==> config.mk <==
export PLATFORM = sky130hd
export DESIGN_NAME = sseg_reader_flat
export DESIGN_NICKNAME = d
export VERILOG_FILES = /design/src/rtl/sseg_reader_if.sv /design/src/rtl/sseg_reader.sv /design/src/flat_wrapper.sv
export SDC_FILE = /design/constraint.sdc
export NUM_CORES = 1
export LEC_CHECK = 0
export CELL_PAD_IN_SITES_DETAIL_PLACEMENT = 0
export CELL_PAD_IN_SITES_GLOBAL_PLACEMENT = 2
export CORE_AREA = 2 2 75 77
export DETAILED_ROUTE_END_ITERATION = 8
export DIE_AREA = 0 0 77 79
export PLACE_DENSITY_LB_ADDON = 0.12
export SLEW_MARGIN = 30
export SYNTH_ARGS = -nofsm -noshare
export SYNTH_HDL_FRONTEND = slang
export SYNTH_SLANG_ARGS = --single-unit
==> constraint.sdc <==
create_clock -name clk -period 3.3 [get_ports clk]
set_input_delay 0.66 -clock clk [delete_from_list [all_inputs] [get_ports clk]]
set_output_delay 0.66 -clock clk [all_outputs]
set_load 0.03 [all_outputs]
==> src/rtl/sseg_reader_if.sv <==
// -----------------------------------------------------------------------------
// sseg_reader_if
//   Bundles the segment/reference inputs and the readback status outputs of
//   sseg_reader so the checker can be dropped next to an adder/display block
//   as a single connection.
//
//   master : the side that produces segment/reference values and observes
//            the readback (bench or board-level wrapper).
//   slave  : the sseg_reader itself.
//
//   Signals
//     SSeg      7  segment bus, bit0=a .. bit6=g
//     S         3  reference sum bits from the adder
//     CO        1  reference carry; reference value is {CO,S}
//     digit     4  last accepted decoded digit
//     valid     1  high while a legal pattern is locked
//     new_pulse 1  one-cycle strobe per legal acceptance
//     seg_err   1  high while a stable illegal pattern is held
//     mismatch  1  decoded digit disagreed with {CO,S} at acceptance
//     upd_cnt   8  count of legal acceptances (wrapping)
// -----------------------------------------------------------------------------
interface sseg_reader_if;
  logic [6:0] SSeg;
  logic [2:0] S;
  logic       CO;
  logic [3:0] digit;
  logic       valid;
  logic       new_pulse;
  logic       seg_err;
  logic       mismatch;
  logic [7:0] upd_cnt;

  modport master (
    output SSeg, S, CO,
    input  digit, valid, new_pulse, seg_err, mismatch, upd_cnt
  );

  modport slave (
    input  SSeg, S, CO,
    output digit, valid, new_pulse, seg_err, mismatch, upd_cnt
  );
endinterface

==> src/rtl/sseg_reader.sv <==
// -----------------------------------------------------------------------------
// sseg_reader
//   Receive-side checker for the adder-with-display datapath. Waits until the
//   7-segment pattern has been stable for STABLE_CYCLES consecutive samples,
//   decodes it back to a hex digit, and flags illegal patterns or a
//   disagreement with the reference sum {CO,S}.
//
//   Parameters
//     STABLE_CYCLES  consecutive equal samples before acceptance (1..15)
//     ACTIVE_LOW     1 = segments lit-low; input is inverted before decode
//
//   Ports
//     clk    in  single clock, rising edge
//     rst_n  in  asynchronous active-low reset
//     bus    slave side of sseg_reader_if (SSeg/S/CO in, status out)
// -----------------------------------------------------------------------------
module sseg_reader #(
  parameter int unsigned STABLE_CYCLES = 4,
  parameter bit          ACTIVE_LOW    = 1'b0
) (
  input  logic          clk,
  input  logic          rst_n,
  sseg_reader_if.slave  bus
);

  localparam logic [3:0] STAB_MAX  = 4'(STABLE_CYCLES);
  localparam logic [3:0] STAB_LAST = 4'(STABLE_CYCLES - 1);

  typedef enum logic [1:0] {
    ST_IDLE   = 2'd0,
    ST_SETTLE = 2'd1,
    ST_LOCKED = 2'd2,
    ST_BAD    = 2'd3
  } state_t;

  state_t     state_q, state_d;
  logic [6:0] r_p_q;
  logic [3:0] r_ref_q;
  logic [3:0] stab_q, stab_d;
  logic [3:0] digit_q, digit_d;
  logic       new_pulse_q, new_pulse_d;
  logic       mismatch_q, mismatch_d;
  logic [7:0] upd_cnt_q, upd_cnt_d;

  logic [6:0] p_w;
  logic       changed_w;
  logic       accept_w;
  logic [3:0] dec_val_w;
  logic       dec_legal_w;
  logic       dec_blank_w;

  // Normalise polarity so the decode table is always active-high.
  assign p_w       = ACTIVE_LOW ? ~bus.SSeg : bus.SSeg;
  assign changed_w = (p_w != r_p_q);

  // Acceptance edge: the current sample matches the previous one and enough
  // matching samples have already been counted.
  assign accept_w  = !changed_w && (stab_q == STAB_LAST);

  // Count resets on any change; saturates so a held pattern is accepted once.
  always_comb begin
    stab_d = stab_q;
    if (changed_w) begin
      stab_d = 4'd0;
    end else if (stab_q < STAB_MAX) begin
      stab_d = stab_q + 4'd1;
    end
  end

  // Decode the registered pattern. At acceptance p == r_p, so r_p is the
  // pattern being accepted.
  always_comb begin
    dec_val_w   = 4'h0;
    dec_legal_w = 1'b1;
    dec_blank_w = 1'b0;
    unique case (r_p_q)
      7'h3F: dec_val_w = 4'h0;
      7'h06: dec_val_w = 4'h1;
      7'h5B: dec_val_w = 4'h2;
      7'h4F: dec_val_w = 4'h3;
      7'h66: dec_val_w = 4'h4;
      7'h6D: dec_val_w = 4'h5;
      7'h7D: dec_val_w = 4'h6;
      7'h07: dec_val_w = 4'h7;
      7'h7F: dec_val_w = 4'h8;
      7'h6F: dec_val_w = 4'h9;
      7'h77: dec_val_w = 4'hA;
      7'h7C: dec_val_w = 4'hB;
      7'h39: dec_val_w = 4'hC;
      7'h5E: dec_val_w = 4'hD;
      7'h79: dec_val_w = 4'hE;
      7'h71: dec_val_w = 4'hF;
      7'h00: begin
        dec_legal_w = 1'b0;
        dec_blank_w = 1'b1;
      end
      default: dec_legal_w = 1'b0;
    endcase
  end

  // Next-state and acceptance side effects.
  always_comb begin
    state_d     = state_q;
    digit_d     = digit_q;
    new_pulse_d = 1'b0;
    mismatch_d  = mismatch_q;
    upd_cnt_d   = upd_cnt_q;

    unique case (state_q)
      ST_IDLE, ST_SETTLE: begin
        if (accept_w) begin
          if (dec_blank_w) begin
            // Blank returns to IDLE; the last digit is kept for readback.
            state_d    = ST_IDLE;
            mismatch_d = 1'b0;
          end else if (dec_legal_w) begin
            state_d     = ST_LOCKED;
            digit_d     = dec_val_w;
            new_pulse_d = 1'b1;
            upd_cnt_d   = upd_cnt_q + 8'd1;
            mismatch_d  = (dec_val_w != r_ref_q);
          end else begin
            state_d = ST_BAD;
          end
        end
      end
      ST_LOCKED, ST_BAD: begin
        if (changed_w) begin
          state_d = ST_SETTLE;
        end
      end
      default: state_d = ST_IDLE;
    endcase
  end

  always_ff @(posedge clk or negedge rst_n) begin
    if (!rst_n) begin
      state_q     <= ST_IDLE;
      r_p_q       <= 7'h00;
      r_ref_q     <= 4'h0;
      stab_q      <= 4'd0;
      digit_q     <= 4'h0;
      new_pulse_q <= 1'b0;
      mismatch_q  <= 1'b0;
      upd_cnt_q   <= 8'd0;
    end else begin
      state_q     <= state_d;
      r_p_q       <= p_w;
      r_ref_q     <= {bus.CO, bus.S};
      stab_q      <= stab_d;
      digit_q     <= digit_d;
      new_pulse_q <= new_pulse_d;
      mismatch_q  <= mismatch_d;
      upd_cnt_q   <= upd_cnt_d;
    end
  end

  assign bus.digit     = digit_q;
  assign bus.valid     = (state_q == ST_LOCKED);
  assign bus.seg_err   = (state_q == ST_BAD);
  assign bus.new_pulse = new_pulse_q;
  assign bus.mismatch  = mismatch_q;
  assign bus.upd_cnt   = upd_cnt_q;

endmodule

==> src/flat_wrapper.sv <==
// flat-port wrapper written by rule: the top's interface ports become plain ports
module sseg_reader_flat 
#(
  parameter int unsigned STABLE_CYCLES = 4,
  parameter bit          ACTIVE_LOW    = 1'b0
)
  (clk, rst_n, bus_SSeg, bus_S, bus_CO, bus_digit, bus_valid, bus_new_pulse, bus_seg_err, bus_mismatch, bus_upd_cnt);
  sseg_reader_if bus_i ();
  input  logic clk;
  input  logic rst_n;
  input wire logic [$bits(bus_i.SSeg)-1:0] bus_SSeg;
  input wire logic [$bits(bus_i.S)-1:0] bus_S;
  input wire logic [$bits(bus_i.CO)-1:0] bus_CO;
  output wire logic [$bits(bus_i.digit)-1:0] bus_digit;
  output wire logic [$bits(bus_i.valid)-1:0] bus_valid;
  output wire logic [$bits(bus_i.new_pulse)-1:0] bus_new_pulse;
  output wire logic [$bits(bus_i.seg_err)-1:0] bus_seg_err;
  output wire logic [$bits(bus_i.mismatch)-1:0] bus_mismatch;
  output wire logic [$bits(bus_i.upd_cnt)-1:0] bus_upd_cnt;
  assign bus_i.SSeg = bus_SSeg;
  assign bus_i.S = bus_S;
  assign bus_i.CO = bus_CO;
  assign bus_digit = bus_i.digit;
  assign bus_valid = bus_i.valid;
  assign bus_new_pulse = bus_i.new_pulse;
  assign bus_seg_err = bus_i.seg_err;
  assign bus_mismatch = bus_i.mismatch;
  assign bus_upd_cnt = bus_i.upd_cnt;
  sseg_reader #(.STABLE_CYCLES(STABLE_CYCLES), .ACTIVE_LOW(ACTIVE_LOW)) u_core (.clk(clk), .rst_n(rst_n), .bus(bus_i));
endmodule
# Word level (Yosys, flattened, before mapping)
# Cells that the tools add are included.
op_classes:
  div_mod_pow: 0
  n_eq_ne: 24
  mul: 0
  n_mux: 16
  n_shift: 0
  n_lt_le_gt_ge: 1
  n_reduce_logical: 12
  addsub: 2
  bitwise_logic: 1
ops:
  columns: ["operator", "count"]
  rows:
  - ["$eq A7 B7 Y1 const B", 12]
  - ["$pmux W4 S15", 1]
  - ["$reduce_or A16 Y1", 1]
  - ["$eq A7 B3 Y1 const B", 2]
  - ["$eq A7 B6 Y1 const B", 2]
  - ["$mux W1", 9]
  - ["$add A8 B1 Y8 const B", 1]
  - ["$mux W4", 2]
  - ["$logic_not A7 Y1", 1]
  - ["$ne A7 B7 Y1", 1]
  - ["$mux W2", 3]
  - ["$add A4 B1 Y4 const B", 1]
  - ["$eq A2 B2 Y1 const B", 2]
  - ["$eq A4 B2 Y1 const B", 1]
  - ["$lt A4 B3 Y1 const B", 1]
  - ["$ne A2 B1 Y1 const B", 2]
  - ["$ne A4 B4 Y1", 1]
  - ["$pmux W2 S2", 1]
  - ["$reduce_and A4 Y1", 1]
  - ["$reduce_bool A2 Y1", 2]
  - ["$reduce_or A2 Y1", 2]
  - ["$reduce_and A3 Y1", 1]
  - ["$eq A2 B1 Y1 const B", 1]
  - ["$logic_not A2 Y1", 1]
  - ["other kinds (4)", 4]
totals:
  romBits: 0
  wordCells: 64
  ff_bits: 31
  latchBits: 0
  inputBits: 13
  out_inout_bits: 16
  mem_bits_rw: 0
  n_memories: 0

# Longest topological paths before layout
# Gate-level depths: netlist of run 1.
logic_depth:
  word_depth: 7
  ltp_mapped: 10
  mapped_depth_nobuf: 6

# Least setup slack after synthesis of run 1
# OpenSTA, ideal clock, no wires.
synth_timing:
  path_kind: "in2reg"
  startpoint: "input port bus_SSeg[2]"
  endpoint: "register u_core.digit_q[1], in the netlist u_core.bus.digit[1]"
  required_time_ps: 3175
  slack_ps: 720
  setup_time_ps: 125
  stages: 7
  n_path_buf: 1
  arrival_ps: 2455
  path_cell_list: "xor2_1 > nor4_1 > nand4_1 > nor4b_4 > and2_4 > buf_6 > mux2_4"
synth_via:
  elab_chain_cells: 4
synth_rtl:
  columns: ["element", "line", "source"]
  rows:
  - ["start: declaration", "flat_wrapper.sv:11", "input wire logic [$bits(bus_i.SSeg)-1:0] bus_SSeg;"]
  - ["$ne A7 B7 Y1", "sseg_reader.sv:54", "assign changed_w = (p_w != r_p_q);"]
  - ["$logic_not A1 Y1", "sseg_reader.sv:58", "assign accept_w = !changed_w && (stab_q == STAB_LAST);"]
  - ["$logic_and A1 B1 Y1", "sseg_reader.sv:58", null]
  - ["$reduce_and A4 Y1 (no line)", null, null]
  - ["end signal: assignment", "sseg_reader.sv:151", "digit_q <= digit_d;"]
  - ["end: declaration", "sseg_reader.sv:40", "logic [3:0] digit_q, digit_d;"]
# No other way between the ends.
# A chain may end at the register's enable or synchronous reset.

# Final worst setup path of run 1
layout_timing:
  startpoint: "register u_core.r_p_q[0]"
  endpoint: "register u_core.upd_cnt_q[1], in the netlist u_core.bus.upd_cnt[1]"
layout_via:
  elab_chain_cells: 4
  word_cells_on_any_way: 25
  cone_classes: "eq/ne (17); mux (2); bitwise (1); reduce/logical (5)"
layout_rtl:
  columns: ["element", "line", "source"]
  rows:
  - ["start: declaration", "sseg_reader.sv:37", "logic [6:0] r_p_q;"]
  - ["start signal: assignment", "sseg_reader.sv:148", "r_p_q <= p_w;"]
  - ["$eq A7 B6 Y1 (tied with other cells)", "sseg_reader.sv:76", "unique case (r_p_q)"]
  - ["$reduce_or A16 Y1 (no line) (tied with other cells)", null, null]
  - ["$mux W1 (tied with other cells)", "sseg_reader.sv:76", null]
  - ["$reduce_and A4 Y1 (no line) (*)", null, null]
  - ["end signal: assignment", "sseg_reader.sv:154", "upd_cnt_q <= upd_cnt_d;"]
  - ["end: declaration", "sseg_reader.sv:43", "logic [7:0] upd_cnt_q, upd_cnt_d;"]
# Every way passes the cells marked *; elsewhere a longest branch is shown, timed or not.

==> results of run 1 <==
[registers in the layout, indices dropped and copies added (netlist names)]
name	cells
u_core.bus.upd_cnt	8
u_core.r_p_q	7
u_core.bus.digit	4
u_core.r_ref_q	4
u_core.stab_q	4
u_core.state_q	2
u_core.bus.mismatch	1
u_core.bus.new_pulse	1
[worst max-delay path: stages, from the launching register on]
cell and delay, ns:
dfrtp_1 0.58, nor3b_1 0.24, o311a_1 0.41, or3_4 0.37
a211o_1 0.43, and2_4 0.24, mux2_4 0.29
[cells in the mapped netlist, drive strengths merged, types with 2 or more instances]
cell / count / area share (%)
dfrtp: 31 / 46
a21oi: 14 / 4.2
nor2: 11 / 2.5
xnor2: 11 / 5.7
nand3: 9 / 2.7
xor2: 8 / 4.2
buf: 7 / 2.8
and3: 5 / 1.9
nand2: 5 / 1.1
clkbuf: 4 / 0.89
inv: 4 / 0.89
nand3b: 4 / 1.8
nand4b: 4 / 2.1
o21ai: 4 / 1.2
a211oi: 3 / 1.3
and2: 3 / 1.3
nand4: 3 / 1.1
nor3: 3 / 0.89
or3: 3 / 1.4
and4b: 2 / 1.2
ha: 2 / 1.5
mux2: 2 / 1.8
nand2b: 2 / 0.74
nor4: 2 / 0.74
o22ai: 2 / 0.74
or3b: 2 / 1.0
or4: 2 / 0.89
[final timing paths]
| kind | from | endpoint | slack, ns | cells past startpoint |
|---|---|---|---|---|
| worst max-delay path | u_core.r_p_q[0] | u_core.bus.upd_cnt[1] | 0.61 | 6 |
| worst min-delay path | u_core.bus.upd_cnt[7] | u_core.bus.upd_cnt[7] | 0.48 | 1 |
| worst max register to register | u_core.r_p_q[0] | u_core.bus.upd_cnt[1] | 0.61 | 6 |
| worst min register to register | u_core.bus.upd_cnt[7] | u_core.bus.upd_cnt[7] | 0.48 | 1 |
| max in group asynchronous | rst_n | u_core.r_p_q[2] | 2.24 | 2 |
| min in group asynchronous | rst_n | u_core.r_p_q[6] | 0.77 | 2 |
[layer usage]
metal	track usage, %	vias to the layer above	part of all wire, %
met5	0	-	0
met4	3.21	0	1.1
met3	3.64	4	4.0
met2	21.5	26	49
met1	17.9	654	46
li1	-	655	-
[cell usage in the layout (no fill, tap or decap), drive strengths merged, types with 5 or more instances in the layout]
cell	count
clkbuf	7
nand3	9
xor2	8
dfrtp	31
nand2	5
nor2	11
xnor2	11
a21oi	14
clkdlybuf4s50	28
and3	5
[power by group through the flow]
stage          registers, mW  clock network (mW)  logic (mW)
3_5_place_dp           0.414                   0      0.0643
4_1_cts                0.407               0.345      0.0643
6_report               0.407               0.330      0.0624
2_1_floorplan          0.399                   0      0.0472
5_1_grt                0.409               0.364      0.0704
3_3_place_gp           0.413                   0      0.0625
[final cells by class]
type / count / share of cell area, %
clock inverter: 1 / 0.353
tap: 72 / 4.24
sequential: 31 / 36.5
clock buffer: 7 / 4.53
inverter: 4 / 0.707
multi-input combinational: 119 / 39.0
timing repair buffer: 32 / 14.6
[kinds of logic after synthesis]
kind of cell	after synthesis	share of synthesized area [%]
AND/OR/NAND/NOR	65	24.7
XOR/XNOR	19	9.89
flip-flops	31	46.1
multiplexers	2	1.78
adder cells (fa/ha/maj)	2	1.49
AO/OA/AOI/OAI	31	11.5
buffers and inverters	15	4.61
[per-stage QoR]
step                instance area [um2]  setup slack (ns)  cells  util, %  hold slack, ns
floorplan                          1680             0.720    165        -           0.364
finish                             2120             0.613    266     39.8           0.484
detailed placement                 2020             0.441    258     37.9           0.472
CTS                                2120             0.610    266     39.8           0.482
global placement                   2020             0.512    258     37.9           0.461
global route                       2120             0.453    266     39.8           0.503
==> results.toml, run 1 <==
[status]
outcome = "finished, final reports clean"

[pwr]
clockPowerShare_pct = 41.3
switching_share_pct = 23.7
powerDensity_nw_per_um2 = 377
p_seq_share_pct = 50.9
vdd_drop_max_mv = 0.230
finalPower_mw = 0.800
leakage_nw = 0.866
p_int_mw = 0.611
power.switching_mw = 0.189
p_comb_share_pct = 7.8

[synthesis]
synthCells = 165
async_flop_share_pct = 100
synth_edf_count = 0
synth_nets = 180
ys_warn_count = 0
ys_seq_area_share_pct = 46.1
synth.distinct_cells = 44
ys_seq_elements = 31
synth_area_per_cell_um2 = 10.2
synth_top_flop_cell = "dfrtp_1"
syn-cell-area_um2 = 1680

[critical_path]
cp-start-kind = "flip-flop"
worst_ep_required_time_ns = 3.46
critPathCaptureType = "flip-flop"
critPathKind = "flip-flop to flip-flop"
cp.arrival_ns = 2.85
path_max_fanout = 18

[timing]
slew_headroom_pct = 64.4
period_needed_ns = 2.69
timing.final.crit_share_pct = 81.4
slew_viol_final = 0
final_hold_viol_count = 0
setup-tns-final_ns = 0
fmax_mhz = 372
tightest_slew_ns = 0.521
grt_setup_unrepaired = "no"
fin_skew_ns = 0.00248
setup_viol = 0

[routing]
first_iter_violations = 33
dr_total_vias = 1339
detail_route.wl_per_cell_um = 14.4
vias_per_cell = 5.03
drtPass1Iterations = 4
drt-total-wl_mm = 3.84
ant_nets = 0
detail_route.drc_violations = 0

[floorplan]
die-area_um2 = 6080
core_area_um2 = 5340
rows = 27
io_pins = 29
die_w_um = 77
dieHeight_um = 79
initial_core_util_pct = 31.5

[global_route]
antenna_found_initial = 0
grtUsageTotal_pct = 13.3
grt.overflow.total = 0
grt_pass1_wl_mm = 6.35
grt_pass1_vias = 1274
grt_max_degree = 32

[layout]
n_fill_cell = 564
multiInputGateArea_um2 = 830
final_nets = 208
diodes = 0
syn_to_final_growth_pct = 26.2
layout-drive-gt1-share_pct = 10.8
seq_area_um2 = 776

[hold_path]
min_path_type = "flip-flop to flip-flop"

[place]
place.detailed.hpwl_mm = 2.74
finalWeightedCongestion = 0.705
io_buffers = 28

[clock_network]
cts_tree = "yes"
numClockSinks = 31
worstSkewPairLatency_ns = 0.28
clkTransAtPathRegs_ns = 0.07
clk_path_buf_depth = 2
h-tree-depth = 2
cts-hold-fix-buffers = 0
ctsResizeCount = 0
cts-buffers-inserted = 5
clockRootBuffer = "clkbuf_8"
cts_setup_buffers = 0

[job]
cap_violations = 0
Power figures use the tool's default switching activity.
==> run 2: changes to the inputs <==
Settings changed: CORE_AREA 2 2 75 77 to 2 2 78 80, DIE_AREA 0 0 77 79 to 0 0 80 82.
Clock period 3.3 ns to 2.4 ns, I/O delays scaled along.
==> results.toml, run 2 (synthesis gave the netlist of run 1 again) <==
[timing]
slew_headroom_pct = 74.8
fmax_mhz = 435
final_hold_viol_count = 0
slew_viol_final = 0
tightest_slew_ns = 0.369
timing.final.crit_share_pct = 95.9
period_needed_ns = 2.30
fin_skew_ns = 0.00745
fin_ws_ns = 0.0986
setup_viol = 0
grt_setup_unrepaired = "no"

[status]
outcome = "finished, final reports clean"

[layout]
largest_reg_flops = 8
n_fill_cell = 606
final_nets = 223
seq_area_um2 = 776
layout_commonest_cell = "dfrtp_1"
final_util_pct = 39.4
diodes = 0
final_cell_area_um2 = 2270
layout-drive-gt1-share_pct = 17.2
multiInputGateArea_um2 = 830
layout_common_cells = "dfrtp_1 (31), clkdlybuf4s50_1 (25), buf_4 (18)"
syn_to_final_growth_pct = 34.6
final-instance-count-excl-fill = 284

[floorplan]
rows = 28
dieHeight_um = 82
die_w_um = 80
io_pins = 29
die-area_um2 = 6560
initial_core_util_pct = 29.3
core_area_um2 = 5750

[hold_path]
min_path_type = "input port to flip-flop"

[routing]
vias_per_cell = 4.80
dr_total_vias = 1364
drt-total-wl_mm = 3.98
detail_route.drc_violations = 0
drtPass1Iterations = 4
ant_nets = 0
detail_route.wl_per_cell_um = 14.0
first_iter_violations = 59

[global_route]
grt_max_degree = 32
grt_pass1_vias = 1351
grtUsageTotal_pct = 13.4
antenna_found_initial = 0
grt_pass1_wl_mm = 6.69
grt.overflow.total = 0

[clock_network]
cts-buffers-inserted = 5
h-tree-depth = 2
clockRootBuffer = "clkbuf_8"
clkTransAtPathRegs_ns = 0.07
clk_path_buf_depth = 2
worstSkewPairLatency_ns = 0.28
cts_tree = "yes"
numClockSinks = 31

[critical_path]
cp-start-kind = "flip-flop"
path_max_fanout = 11
worst_ep_required_time_ns = 2.56
critPathKind = "flip-flop to flip-flop"
critPathCaptureType = "flip-flop"
cp.arrival_ns = 2.46

[pwr]
leakage_nw = 0.980
powerDensity_nw_per_um2 = 524
vdd_drop_max_mv = 0.351
finalPower_mw = 1.19

[place]
io_buffers = 28
post_dp_cell_area_um2 = 2130
place.detailed.hpwl_mm = 2.98
place_ws_ns = -0.173
finalWeightedCongestion = 0.761
placed_cells = 275

[job]
cap_violations = 0
-- run 2: changes by cell type in the layout (fill, tap and decap cells not counted) --
cell and change:
clkbuf_8 -1, dlymetal6s2s_1 +3, buf_4 +14, buf_6 +1
bufinv_16 +1, clkinvlp_4 -1, clkinv_2 +1, clkdlybuf4s50_1 -3
-- run 2: critical path, stage by stage (launching register included) --
cell	delay [ns]
dfrtp_1	0.51
and4b_1	0.26
o311a_1	0.31
or3_4	0.34
a211o_1	0.29
and2_4	0.18
mux2_4	0.29
-- run 2: repair_timing --
item | 4_1_cts | 5_1_grt
hold buffers | 0 | 0
buffers inserted | 0 | 1
gates resized for setup | 0 | 4
setup endpoints to repair | 0 | 5
-- run 2: worst paths after layout --
kind | startpoint | endpoint | slack, ns | depth (start not counted)
setup / recovery | u_core.r_p_q[1] | u_core.bus.upd_cnt[1] | 0.1 | 6
setup reg to reg | u_core.r_p_q[1] | u_core.bus.upd_cnt[1] | 0.1 | 6
hold / removal | bus_SSeg[0] | u_core.r_p_q[0] | 0.37 | 1
min in group asynchronous | rst_n | u_core.r_ref_q[0] | 0.59 | 2
hold reg to reg | u_core.bus.upd_cnt[7] | u_core.bus.upd_cnt[7] | 0.48 | 1
max in group asynchronous | rst_n | u_core.r_p_q[5] | 1.51 | 2
-- run 2: metal layers --
| layer | up-vias | GRT usage [%] | wire length, um |
|---|---|---|---|
| met2 | 31 | 20.1 | 1800 |
| met5 | - | 0 | 0 |
| met4 | 0 | 4.58 | 44 |
| met3 | 4 | 3.74 | 157 |
| met1 | 649 | 18.5 | 1980 |
| li1 | 680 | - | - |
-- run 2: stage by stage --
stage | TNS (ns) | hold slack, ns
final | 0 | 0.368
after global routing | 0 | 0.357
after CTS | 0 | 0.492
after detailed placement | -1.34 | 0.481
after global placement | -0.763 | 0.466
after floorplan | 0 | 0.184
-- run 2: layout make-up --
class / count / share of cell area [%]
Multi-Input combinational cell: 119 / 36.6
Clock inverter: 2 / 1.55
Sequential cell: 31 / 34.2
Tap cell: 75 / 4.14
Clock buffer: 6 / 3.64
Timing Repair Buffer: 47 / 19.2
Inverter: 4 / 0.663
-- run 2: power by group --
part | internal (mW) | switching, mW | leakage (nW) | total (mW)
Sequential | 0.532 | 0.0155 | 0.402 | 0.548
Combinational | 0.0594 | 0.0545 | 0.516 | 0.114
Clock | 0.336 | 0.190 | 0.0612 | 0.526
==> run 3: changes to the inputs <==
--- a/constraint.sdc
+++ b/constraint.sdc
@@ -3,2 +3,2 @@
 set_output_delay 0.48 -clock clk [all_outputs]
-set_load 0.03 [all_outputs]
+set_load 0.01 [all_outputs]
==> results of run 3 <==
The final DEF is identical to that of run 2. Status: finished, final reports clean.
